**src/rtl/fetch_prefetch_unit.sv**
```systemverilog
// Instruction-fetch front end: request/grant imem port with multiple in-flight
// fetches, an in-order prefetch FIFO toward decode, and redirect flush/discard.
module fetch_prefetch_unit #(
  parameter int unsigned     DATA_WIDTH      = 32,
  parameter int unsigned     ADDR_WIDTH      = 32,
  parameter int unsigned     DEPTH           = 4,
  parameter int unsigned     MAX_OUTSTANDING = 2,
  parameter logic [ADDR_WIDTH-1:0] RESET_PC  = '0
) (
  input  logic                  clk,
  input  logic                  rst,
  output logic                  imem_req,
  output logic [ADDR_WIDTH-1:0] imem_addr,
  input  logic                  imem_gnt,
  input  logic                  imem_rvalid,
  input  logic [DATA_WIDTH-1:0] imem_rdata,
  input  logic                  redirect,
  input  logic [ADDR_WIDTH-1:0] redirect_pc,
  output logic                  d_valid,
  input  logic                  d_ready,
  output logic [DATA_WIDTH-1:0] d_instr,
  output logic [ADDR_WIDTH-1:0] d_pc
);

  localparam int unsigned PW = (DEPTH > 1) ? $clog2(DEPTH) : 1;
  localparam int unsigned CW = $clog2(DEPTH + 1);
  localparam logic [2:0]  MAXO = 3'(MAX_OUTSTANDING);

  logic [ADDR_WIDTH-1:0] r_fetch_pc;
  logic [ADDR_WIDTH-1:0] r_resp_pc;
  logic [ADDR_WIDTH-1:0] r_pc_mem    [DEPTH];
  logic [DATA_WIDTH-1:0] r_instr_mem [DEPTH];
  logic [PW-1:0]         r_rd_ptr;
  logic [PW-1:0]         r_wr_ptr;
  logic [CW-1:0]         r_count;
  logic [2:0]            r_outst;
  logic [2:0]            r_discard;

  logic                  w_credit_ok;
  logic                  w_grant;
  logic                  w_rsp;
  logic                  w_push;
  logic                  w_pop;
  logic [ADDR_WIDTH-1:0] w_redir_pc;

  // Counting in-flight fetches against FIFO space means a push can never overflow.
  assign w_credit_ok = (32'(r_count) + 32'(r_outst)) < DEPTH;
  assign imem_req    = !rst && !redirect && (r_outst < MAXO) && w_credit_ok;
  assign imem_addr   = r_fetch_pc;
  assign w_grant     = imem_req && imem_gnt;
  assign w_rsp       = imem_rvalid && (r_outst != '0);
  assign w_push      = w_rsp && (r_discard == '0) && !redirect;
  assign d_valid     = (r_count != '0) && !redirect;
  assign w_pop       = d_valid && d_ready;
  assign d_instr     = r_instr_mem[r_rd_ptr];
  assign d_pc        = r_pc_mem[r_rd_ptr];
  assign w_redir_pc  = redirect_pc & ~ADDR_WIDTH'(3);

  always_ff @(posedge clk or posedge rst) begin
    if (rst) begin
      r_fetch_pc <= RESET_PC;
      r_resp_pc  <= RESET_PC;
      r_rd_ptr   <= '0;
      r_wr_ptr   <= '0;
      r_count    <= '0;
      r_outst    <= '0;
      r_discard  <= '0;
    end else if (redirect) begin
      // Every request still in flight now belongs to the old path; the
      // same-cycle response (if any) is consumed and dropped here.
      r_fetch_pc <= w_redir_pc;
      r_resp_pc  <= w_redir_pc;
      r_rd_ptr   <= '0;
      r_wr_ptr   <= '0;
      r_count    <= '0;
      r_outst    <= r_outst - 3'(w_rsp);
      r_discard  <= r_outst - 3'(w_rsp);
    end else begin
      r_outst <= r_outst + 3'(w_grant) - 3'(w_rsp);
      r_count <= r_count + CW'(w_push) - CW'(w_pop);
      if (w_grant)
        r_fetch_pc <= r_fetch_pc + ADDR_WIDTH'(4);
      if (w_rsp && (r_discard != '0))
        r_discard <= r_discard - 3'd1;
      if (w_push) begin
        r_wr_ptr  <= r_wr_ptr + PW'(1);
        r_resp_pc <= r_resp_pc + ADDR_WIDTH'(4);
      end
      if (w_pop)
        r_rd_ptr <= r_rd_ptr + PW'(1);
    end
  end

  always_ff @(posedge clk or posedge rst) begin
    if (rst) begin
      for (int unsigned i = 0; i < DEPTH; i++) begin
        r_pc_mem[i]    <= '0;
        r_instr_mem[i] <= '0;
      end
    end else if (w_push) begin
      r_pc_mem[r_wr_ptr]    <= r_resp_pc;
      r_instr_mem[r_wr_ptr] <= imem_rdata;
    end
  end

endmodule

```
**config.mk**
```make
export PLATFORM = sky130hd
export DESIGN_NAME = fetch_prefetch_unit
export DESIGN_NICKNAME = d
export VERILOG_FILES = /design/src/rtl/fetch_prefetch_unit.sv
export SDC_FILE = /design/constraint.sdc
export NUM_CORES = 1
export LEC_CHECK = 0
export CORE_ASPECT_RATIO = 0.6
export CORE_MARGIN = 2
export CORE_UTILIZATION = 51
export DETAILED_ROUTE_END_ITERATION = 10
export MAX_ROUTING_LAYER = met4
export PLACE_DENSITY_LB_ADDON = 0.2
export REMOVE_ABC_BUFFERS = 1
export SLEW_MARGIN = 30
export SYNTH_ARGS = -nofsm -noshare
export SYNTH_HDL_FRONTEND = slang
export SYNTH_SLANG_ARGS = --single-unit
```
**constraint.sdc**
```tcl
create_clock -name clk -period 11.1 [get_ports clk]
set_input_delay 2.22 -clock clk [delete_from_list [all_inputs] [get_ports clk]]
set_output_delay 2.22 -clock clk [all_outputs]
set_load 0.01 [all_outputs]
```
Word level (Yosys, flattened, before mapping)
Cells that the tools add are included.
{"block": "totals", "regBits": 333, "word_cells": 76}
{"block": "op_classes", "n_reduce_logical": 21, "n_mux": 22, "n_lt_le_gt_ge": 5, "addsub": 11, "bitwise": 2}
{"cell": "two-way mux 32 bit", "n": 9}
{"cell": "bitwise mux 128 bit", "n": 2}
{"cell": "binary-select mux 32 bit (select 2 bit)", "n": 2}
{"cell": "adder 32 x 3 -> 32 bit, second input constant", "n": 2}
{"cell": "demux 32 bit (select 2 bit)", "n": 1}
{"cell": "two-way mux 3 bit", "n": 4}
{"cell": "logical AND 1 bit", "n": 11}
{"cell": "nonzero test 3 bit", "n": 3}
{"cell": "subtractor 3 x 1 -> 3 bit", "n": 3}
{"cell": "two-way mux 2 bit", "n": 4}
{"cell": "nonzero test 2 bit", "n": 4}
{"cell": "adder 3 x 1 -> 3 bit", "n": 2}
{"cell": "greater-or-equal comparator 3 bit, second input constant", "n": 2}
{"cell": "NOT 2 -> 3 bit", "n": 2}
{"cell": "adder 2 x 1 -> 2 bit, second input constant", "n": 2}
{"cell": "adder 3 x 3 -> 4 bit", "n": 1}
{"cell": "< comparator 4 x 3 -> 1 bit, second input constant", "n": 1}
{"cell": "zero test 3 bit", "n": 1}
{"cell": "< comparator 3 x 1 -> 1 bit, second input constant", "n": 1}
{"cell": "< comparator 3 x 2 -> 1 bit, second input constant", "n": 1}
{"cell": "subtractor 3 x 1 -> 3 bit, second input constant", "n": 1}
{"cell": "zero test 1 bit", "n": 2}

Depth between registers and ports, before layout
Gate-level depths: netlist (run 1).
{"block": "logic_depth", "ltp_word": 8, "depth_mapped": 13, "depth_no_buf": 12}

Worst setup path before layout (run 1)
No wires, ideal clock.
{"block": "synth_path", "kind": "in2out", "startpoint": "input redirect", "endpoint": "output d_valid", "required_ns": 8.880, "arrival_time_ns": 2.974, "slack_ns": 5.906, "cell_stages": 4, "cell_sequence": "buf_6 -> clkbuf_1 -> clkbuf_1 -> nor2_1"}
{"block": "synth_via", "elab_chain_len": 2}
{"element": "start, declared", "line": "17", "text": "input logic redirect,"}
{"element": "zero test 1 bit", "line": "53", "text": "assign d_valid = (r_count != '0) && !redirect;"}
{"element": "logical AND 1 bit", "line": "53"}
{"element": "end, declared", "line": "19", "text": "output logic d_valid,"}
Every way passes these cells.

Worst setup path in the final report (run 1)
{"block": "layout_path", "startpoint": "input rst", "endpoint": "output imem_req"}
{"block": "layout_via", "elab_chain_len": 4}
{"element": "start, declared", "line": "11", "text": "input logic rst,"}
{"element": "zero test 1 bit (no line)"}
{"element": "logical AND 1 bit (3 in series)", "line": "48", "text": "assign imem_req = !rst && !redirect && (r_outst < MAXO) && w_credit_ok;"}
{"element": "end, declared", "line": "12", "text": "output logic imem_req,"}
Every way passes these cells.

==> results of run 1 <==
routing by layer:
| metal | track usage (%) | part of all wire, % |
|---|---|---|
| met5 | - | 0 |
| met3 | 3.856 | 4.9 |
| met4 | 4.611 | 1.6 |
| met2 | 33.33 | 44 |
| met1 | 36.03 | 49 |
final cells by class:
cell class	count	area, um2
fillers	2341	11020
inverters	24	97.59
multi-input cells	682	6581
flip-flops and latches	321	8040
well taps	400	500.5
clock inverters	14	200.2
clock buffers	43	900.9
repair buffers	173	1728
worst max path at each step:
stage,startpoint,endpoint,slack [ns],cells past startpoint
after global routing,rst,imem_req,5.17,4
after global placement,rst,imem_req,5.27,4
after floorplan,rst,imem_addr[10],-0.005,1
after CTS,rst,imem_req,5.23,4
final,rst,imem_req,5.22,4
after detailed placement,rst,imem_req,5.23,4
per-stage QoR:
step | cell area, um2 | setup TNS, ns | std cells | util [%]
after floorplan | 14700 | -1.482 | 1027 | -
after global placement | 16910 | 0 | 1599 | 58.17
after detailed placement | 16930 | 0 | 1600 | 58.24
after CTS | 18030 | 0 | 1657 | 62.03
after global routing | 18050 | 0 | 1657 | 62.09
final | 18050 | 0 | 1657 | 62.09
power by group:
group	leakage, nW	switching, mW	internal [mW]
Clock	0.543	0.453	0.681
Combinational	3.16	0.455	0.748
Sequential	4.23	0.209	1.44
Total	7.93	1.12	2.87
Yosys cell counts (2+ instances only):
library cell / instances
a41oi_1: 3
fa_1: 2
nand2b_1: 2
o211ai_1: 10
nor2b_1: 3
a31oi_1: 5
dfrtp_1: 321
nand3_1: 33
clkbuf_1: 16
mux2_1: 21
ha_1: 17
buf_2: 11
a21o_1: 2
mux2_2: 230
nand4_1: 18
a21oi_1: 5
nand3b_1: 3
or4_1: 6
buf_1: 7
and3_1: 12
o21ai_0: 48
nor3_1: 8
o21ai_1: 2
buf_4: 12
nand2_1: 61
mux2i_1: 3
xor2_1: 12
o31ai_1: 2
mux4_2: 62
xnor2_1: 23
o311ai_0: 13
inv_1: 23
nor4_1: 7
and4_1: 8
buf_6: 25
nor4_2: 3
and2_1: 8
nor2_1: 28
worst reg2reg max path, delay by kind of cell (launching register included):
family | cells | cell delay [ns]
and+or+nand+nor | 2 | 0.60
buffers and inverters | 3 | 0.57
AOI/OAI and AO/OA | 1 | 0.15
adders and majority gates | 4 | 1.25
xor gates and xnor gates | 1 | 0.16
DFF | 1 | 0.45
cells by family after synthesis:
family | share of synthesized area [%]
flip-flops | 52.72
multiplexers | 27.91
AND/OR/NAND/NOR | 7.563
buffers and inverters | 4.204
AO/OA/AOI/OAI | 3.909
XOR/XNOR | 2.012
adder cells (fa/ha/maj) | 1.659
other | 0.02461
registers in the layout, indices dropped and copies added, names as in the netlist:
signal / cells
imem_addr: 30
r_count: 3
r_discard: 3
r_instr_mem: 128
r_outst: 3
r_pc_mem: 120
r_rd_ptr: 2
r_resp_pc: 30
r_wr_ptr: 2
==> results by group, run 1 <==
Synth
  • Post-synth EDFFs: 0
  • Netlist cell types: 62
  • YS warnings: 0
  • Async S/R FF share, synth: 100.0%
  • Mean post-synth cell area: 13.86 um2
  • Seq/Total Area, Yosys: between 50% and 60%
  • Synth top area share: 52.72%
  • Cell Area, Synth: about 0.015 mm2
  • Syn Inst Count: 1099
  • Synth top area cells: dfrtp_1 53%, mux2_2 17%, mux4_2 9.2%
  • Prevailing post-synth register cell: dfrtp_1
  • FF+latch count, synth: around 320
  • Area leader, netlist: dfrtp_1

Critical path
  • Delay-heaviest family, CP: buffers and inverters
  • Worst R2R Path Depth: 11
  • Critical Path RT: 8.88 ns
  • Critical path launch point type: input port
  • Crit path max fanout: 2
  • WS Path Type: input port to output port
  • Crit-path cells: clkdlybuf4s50_1 -> nor2_1 -> and3_1 -> clkdlybuf4s50_1
  • Critical Path Max Stage Delay: roughly 0.54 ns
  • Reg2reg start: r_outst[2]
  • Worst-path cell with the longest stage delay: clkdlybuf4s50_1
  • CP bufs+invs: 2
  • Most Frequent Cell on Critical Path: clkdlybuf4s50_1
  • Crit path DAT: 3.66 ns
  • Worst Setup End Kind: output port
  • R2R Setup Slk: 7.84 ns
  • Reg2reg end: r_outst[2]

Worst hold path
  • Hold depth: 1
  • Hold Crit Class: flop to flop
  • WHS Endpoint: r_pc_mem[38]
  • Worst hold start: r_pc_mem[38]

Placed design
  • Input/output buffers: 161
  • DP Worst Slack: 5.232 ns
  • Routability cong.: ~0.85
  • Final HPWL from detailed placement: 22100 um

Pwr
  • Leak pwr: roughly 8 nW
  • Pwr Density: around 220 mW/mm2
  • Total power: 3.984 mW
  • Worst vdd ir: 0.0001291 V

Finish
  • Area Overhead vs Synth: 18.45%
  • Layout cells sized above 1: 30.15%
  • Antenna cells: 0
  • Commonest non-fill, non-tap cell in the layout: dfrtp_1
  • Nets: 1322
  • Most frequent cells in the layout: 319 x dfrtp_1, 230 x mux2_2, 160 x clkdlybuf4s50_1, 62 x mux4_2, 61 x nand2_1

Floorplanning
  • Die height: approximately 140 um
  • Starting Density: between 50% and 60%
  • Die area: 0.03132 mm2
  • CORE AREA: 0.02907 mm2
  • Site row count: 48
  • Die X-Extent: 227.1 um
  • Total I/O pin count: 168

Route
  • DRT Pass-1 Iters: 5
  • Remaining antenna violation count after routing: 0
  • # DRC: 0
  • Drt via density: about 5.8
  • Final WL: 34880 um
  • Vias post-DR: 9623
  • Routed len/inst: 21.05 um
  • Iteration-0 DRC Markers: a little over 600

Clock network
  • Clock Tree Root: clkbuf_16
  • Num CTS Buffers: 31
  • CTS tree: built
  • Hold buffers post-CTS: 0
  • Clock latency on the worst-skew pair: 0.56 ns
  • Cts repair resizes: 0
  • H-tree level count: 1
  • Post-CTS Setup Bufs: 0
  • Clock sink count: 321
  • Worst-path clk slew: 0.06 ns
  • Clock Tree Buf Depth: 3

STA
  • Max-slew headroom: 39.59%
  • RSZ-0062 raised after global routing: false
  • Pins Over Slew Limit: 0
  • Final setup margin: between 5 and 6 ns
  • Final setup viols: 0
  • Endpoints failing hold: 0
  • Min cycle time layout: 5.881 ns
  • Slew of the pin with the lowest slew margin: 0.9061 ns
  • Fmax: around 170 MHz
  • Period utilisation layout: 52.98%
  • Clock skew: 0.01840 ns
  • Min Hold Slack: 0.4792 ns

Global route
  • First-pass GRT wire length: roughly 55000 um
  • Initial antenna violation count: 0
  • Pin count of the biggest net entering global routing: 110
  • Total track usage: 23.53%
  • Vias in the first global route: 9673
  • GR Overflow Total: 0

Run
  • Max cap viols: 0

Status
  • Outcome: complete, no violations
Note: power is estimated with default switching activity, not from simulation.
==> inputs of run 2 (changes only) <==
--- a/config.mk
+++ b/config.mk
@@ -7,7 +7,7 @@
 export LEC_CHECK = 0
 export CORE_ASPECT_RATIO = 0.6
 export CORE_MARGIN = 2
-export CORE_UTILIZATION = 51
+export CORE_UTILIZATION = 57
 export DETAILED_ROUTE_END_ITERATION = 10
 export MAX_ROUTING_LAYER = met4
 export PLACE_DENSITY_LB_ADDON = 0.2
==> constraint.sdc (replaced) <==
create_clock -name clk -period 5.8 [get_ports clk]
set_input_delay 1.16 -clock clk [delete_from_list [all_inputs] [get_ports clk]]
set_output_delay 1.16 -clock clk [all_outputs]
set_load 0.01 [all_outputs]
==> results by group, run 2 (synthesized netlist as in run 1, its figures left out) <==
Critical path
  • Crit. Startpoint: r_rd_ptr[0]
  • Crit path max fanout: 32
  • Reg2reg end: r_outst[2]
  • WS Path Type: flop to output port
  • Worst Setup End Kind: output port
  • Crit path DAT: 3.02 ns
  • Critical Path RT: 4.64 ns
  • Critical path launch point type: flop
  • Reg2reg start: r_outst[2]
  • Worst R2R Path Depth: 11
  • R2R Setup Slk: approximately 2.5 ns

Worst hold path
  • Worst hold start: r_pc_mem[37]
  • Hold Crit Class: flop to flop
  • Hold depth: 1
  • WHS Endpoint: r_pc_mem[37]

Pwr
  • Flop pwr share: 42.4%
  • Worst vdd ir: approximately 0.00025 V
  • Switching part of the total: 28.56%
  • Pwr Density: 414.6 mW/mm2
  • Switch Pwr: 2.125 mW
  • Leak pwr: 7.894 nW
  • Total power: between 7 and 8 mW
  • Clock Power Share: 26.6%
  • Comb pwr share: 31.0%
  • Pint: 5.314 mW

Finish
  • Design Area, Final: 0.01794 mm2
  • Commonest non-fill, non-tap cell in the layout: dfrtp_1
  • Util after Layout: about two thirds
  • Area Overhead vs Synth: 17.75%
  • Multi-input gate area: 0.006580 mm2
  • Max FFs per register: 128
  • Fillcell total: 1954
  • Layout cells sized above 1: 29.97%
  • Register area: 0.008040 mm2
  • Nets: between 1000 and 1500
  • Top reg by flops: r_instr_mem
  • Most frequent cells in the layout: 319 x dfrtp_1, 230 x mux2_2, 160 x clkdlybuf4s50_1, 62 x mux4_2, 61 x nand2_1
  • Regs by FF count: r_instr_mem (128), r_pc_mem (120)

Status
  • Outcome: complete, no violations

STA
  • Max-slew headroom: 39.22%
  • Final setup viols: 0
  • RSZ-0062 raised after global routing: false
  • Slew of the pin with the lowest slew margin: ~0.91 ns
  • Fmax: 239.2 MHz
  • Period utilisation layout: 72.09%
  • Final setup TNS: 0 ns
  • Min Hold Slack: approximately 0.48 ns
  • Min cycle time layout: 4.181 ns
  • Clock skew: approximately 0.011 ns
  • Pins Over Slew Limit: 0
  • Endpoints failing hold: 0

Placed design
  • Post-DP Area: 0.01695 mm2
  • Final HPWL from detailed placement: 22300 um
  • Routability cong.: 0.8590
  • Input/output buffers: 161

Global route
  • GR Overflow Total: 0
  • Initial antenna violation count: 1
  • Pin count of the biggest net entering global routing: ~110
  • First-pass GRT wire length: 55100 um
  • Total track usage: 25.76%
  • Vias in the first global route: 9891

Route
  • Vias post-DR: 9664
  • # DRC: 0
  • Final WL: 34180 um
  • Remaining antenna violation count after routing: 0
  • Drt via density: 5.969
  • Routed len/inst: 21.11 um
  • Iteration-0 DRC Markers: roughly 860
  • DRT Pass-1 Iters: 5

Clock network
  • Clock sink count: ~320
  • Clock latency on the worst-skew pair: 0.56 ns
  • Hold buffers post-CTS: 0
  • Post-CTS Setup Bufs: 0
  • Clock Tree Root: clkbuf_16
  • Num CTS Buffers: 30
  • Clock Tree Buf Depth: 3
  • H-tree level count: 1
  • Worst-path clk slew: 0.07 ns
  • Cts repair resizes: 0
  • CTS tree: built

Floorplanning
  • CORE AREA: 0.02636 mm2
  • Die height: 130.6 um
  • Site row count: 46
  • Die area: 0.02810 mm2
  • Starting Density: 57.80%
  • Total I/O pin count: roughly 170
  • Die X-Extent: between 200 and 250 um

Run
  • Max cap viols: 0
==> run 2: changes by cell type in the layout (fill, tap and decap cells not counted), sizes merged <==
| cell | delta |
|---|---|
| bufinv | -4 |
| buf | +3 |
| clkbuf | +3 |
| clkinv | -2 |
| clkinvlp | +1 |
| diode | +1 |
==> run 2: layout make-up <==
class	count	area share, %
well taps	360	2.510
multi-input cells	682	36.67
flip-flops and latches	321	44.81
clock inverters	9	0.4324
clock buffers	46	5.084
inverters	24	0.5439
repair buffers	176	9.930
diodes	1	0.01395
==> run 2: stage by stage <==
step,worst slack (ns),std cells
3_5_place_dp,1.822,1563
4_1_cts,1.529,1618
3_3_place_gp,1.897,1563
2_1_floorplan,-4.245,1027
5_1_grt,1.437,1619
6_report,1.619,1619
==> run 2: power by group through the flow <==
| stage | registers [mW] | clock network (mW) | logic, mW |
|---|---|---|---|
| finish | 3.16 | 1.98 | 2.31 |
| floorplan | 3.10 | 0 | 1.36 |
| CTS | 3.15 | 2.01 | 2.34 |
| global route | 3.23 | 2.11 | 2.50 |
| detailed placement | 3.19 | 0 | 2.32 |
| global placement | 3.17 | 0 | 2.27 |
==> run 2: worst max-delay path, stage by stage (launching register included) <==
cell             delay (ns)
dfrtp_4                0.84
buf_4                  0.48
mux4_2                 0.62
clkdlybuf4s50_1        0.51
==> run 2: layer usage <==
| metal | track usage (%) | wire (um) | up-vias |
|---|---|---|---|
| li1 | - | - | 4319 |
| met1 | 38.07 | 16500 | 5046 |
| met2 | 37.56 | 15150 | 252 |
| met3 | 4.444 | 1862 | 47 |
| met4 | 6.410 | 666 | 0 |
| met5 | - | 0 | - |
==> run 2: worst max path at each step <==
stage,to,slack (ns),cells after the start
finish,d_pc[27],1.62,3
global route,d_pc[23],1.44,3
CTS,d_pc[27],1.53,3
detailed placement,r_outst[2],1.82,11
global placement,r_outst[2],1.90,11
floorplan,imem_addr[10],-4.24,1
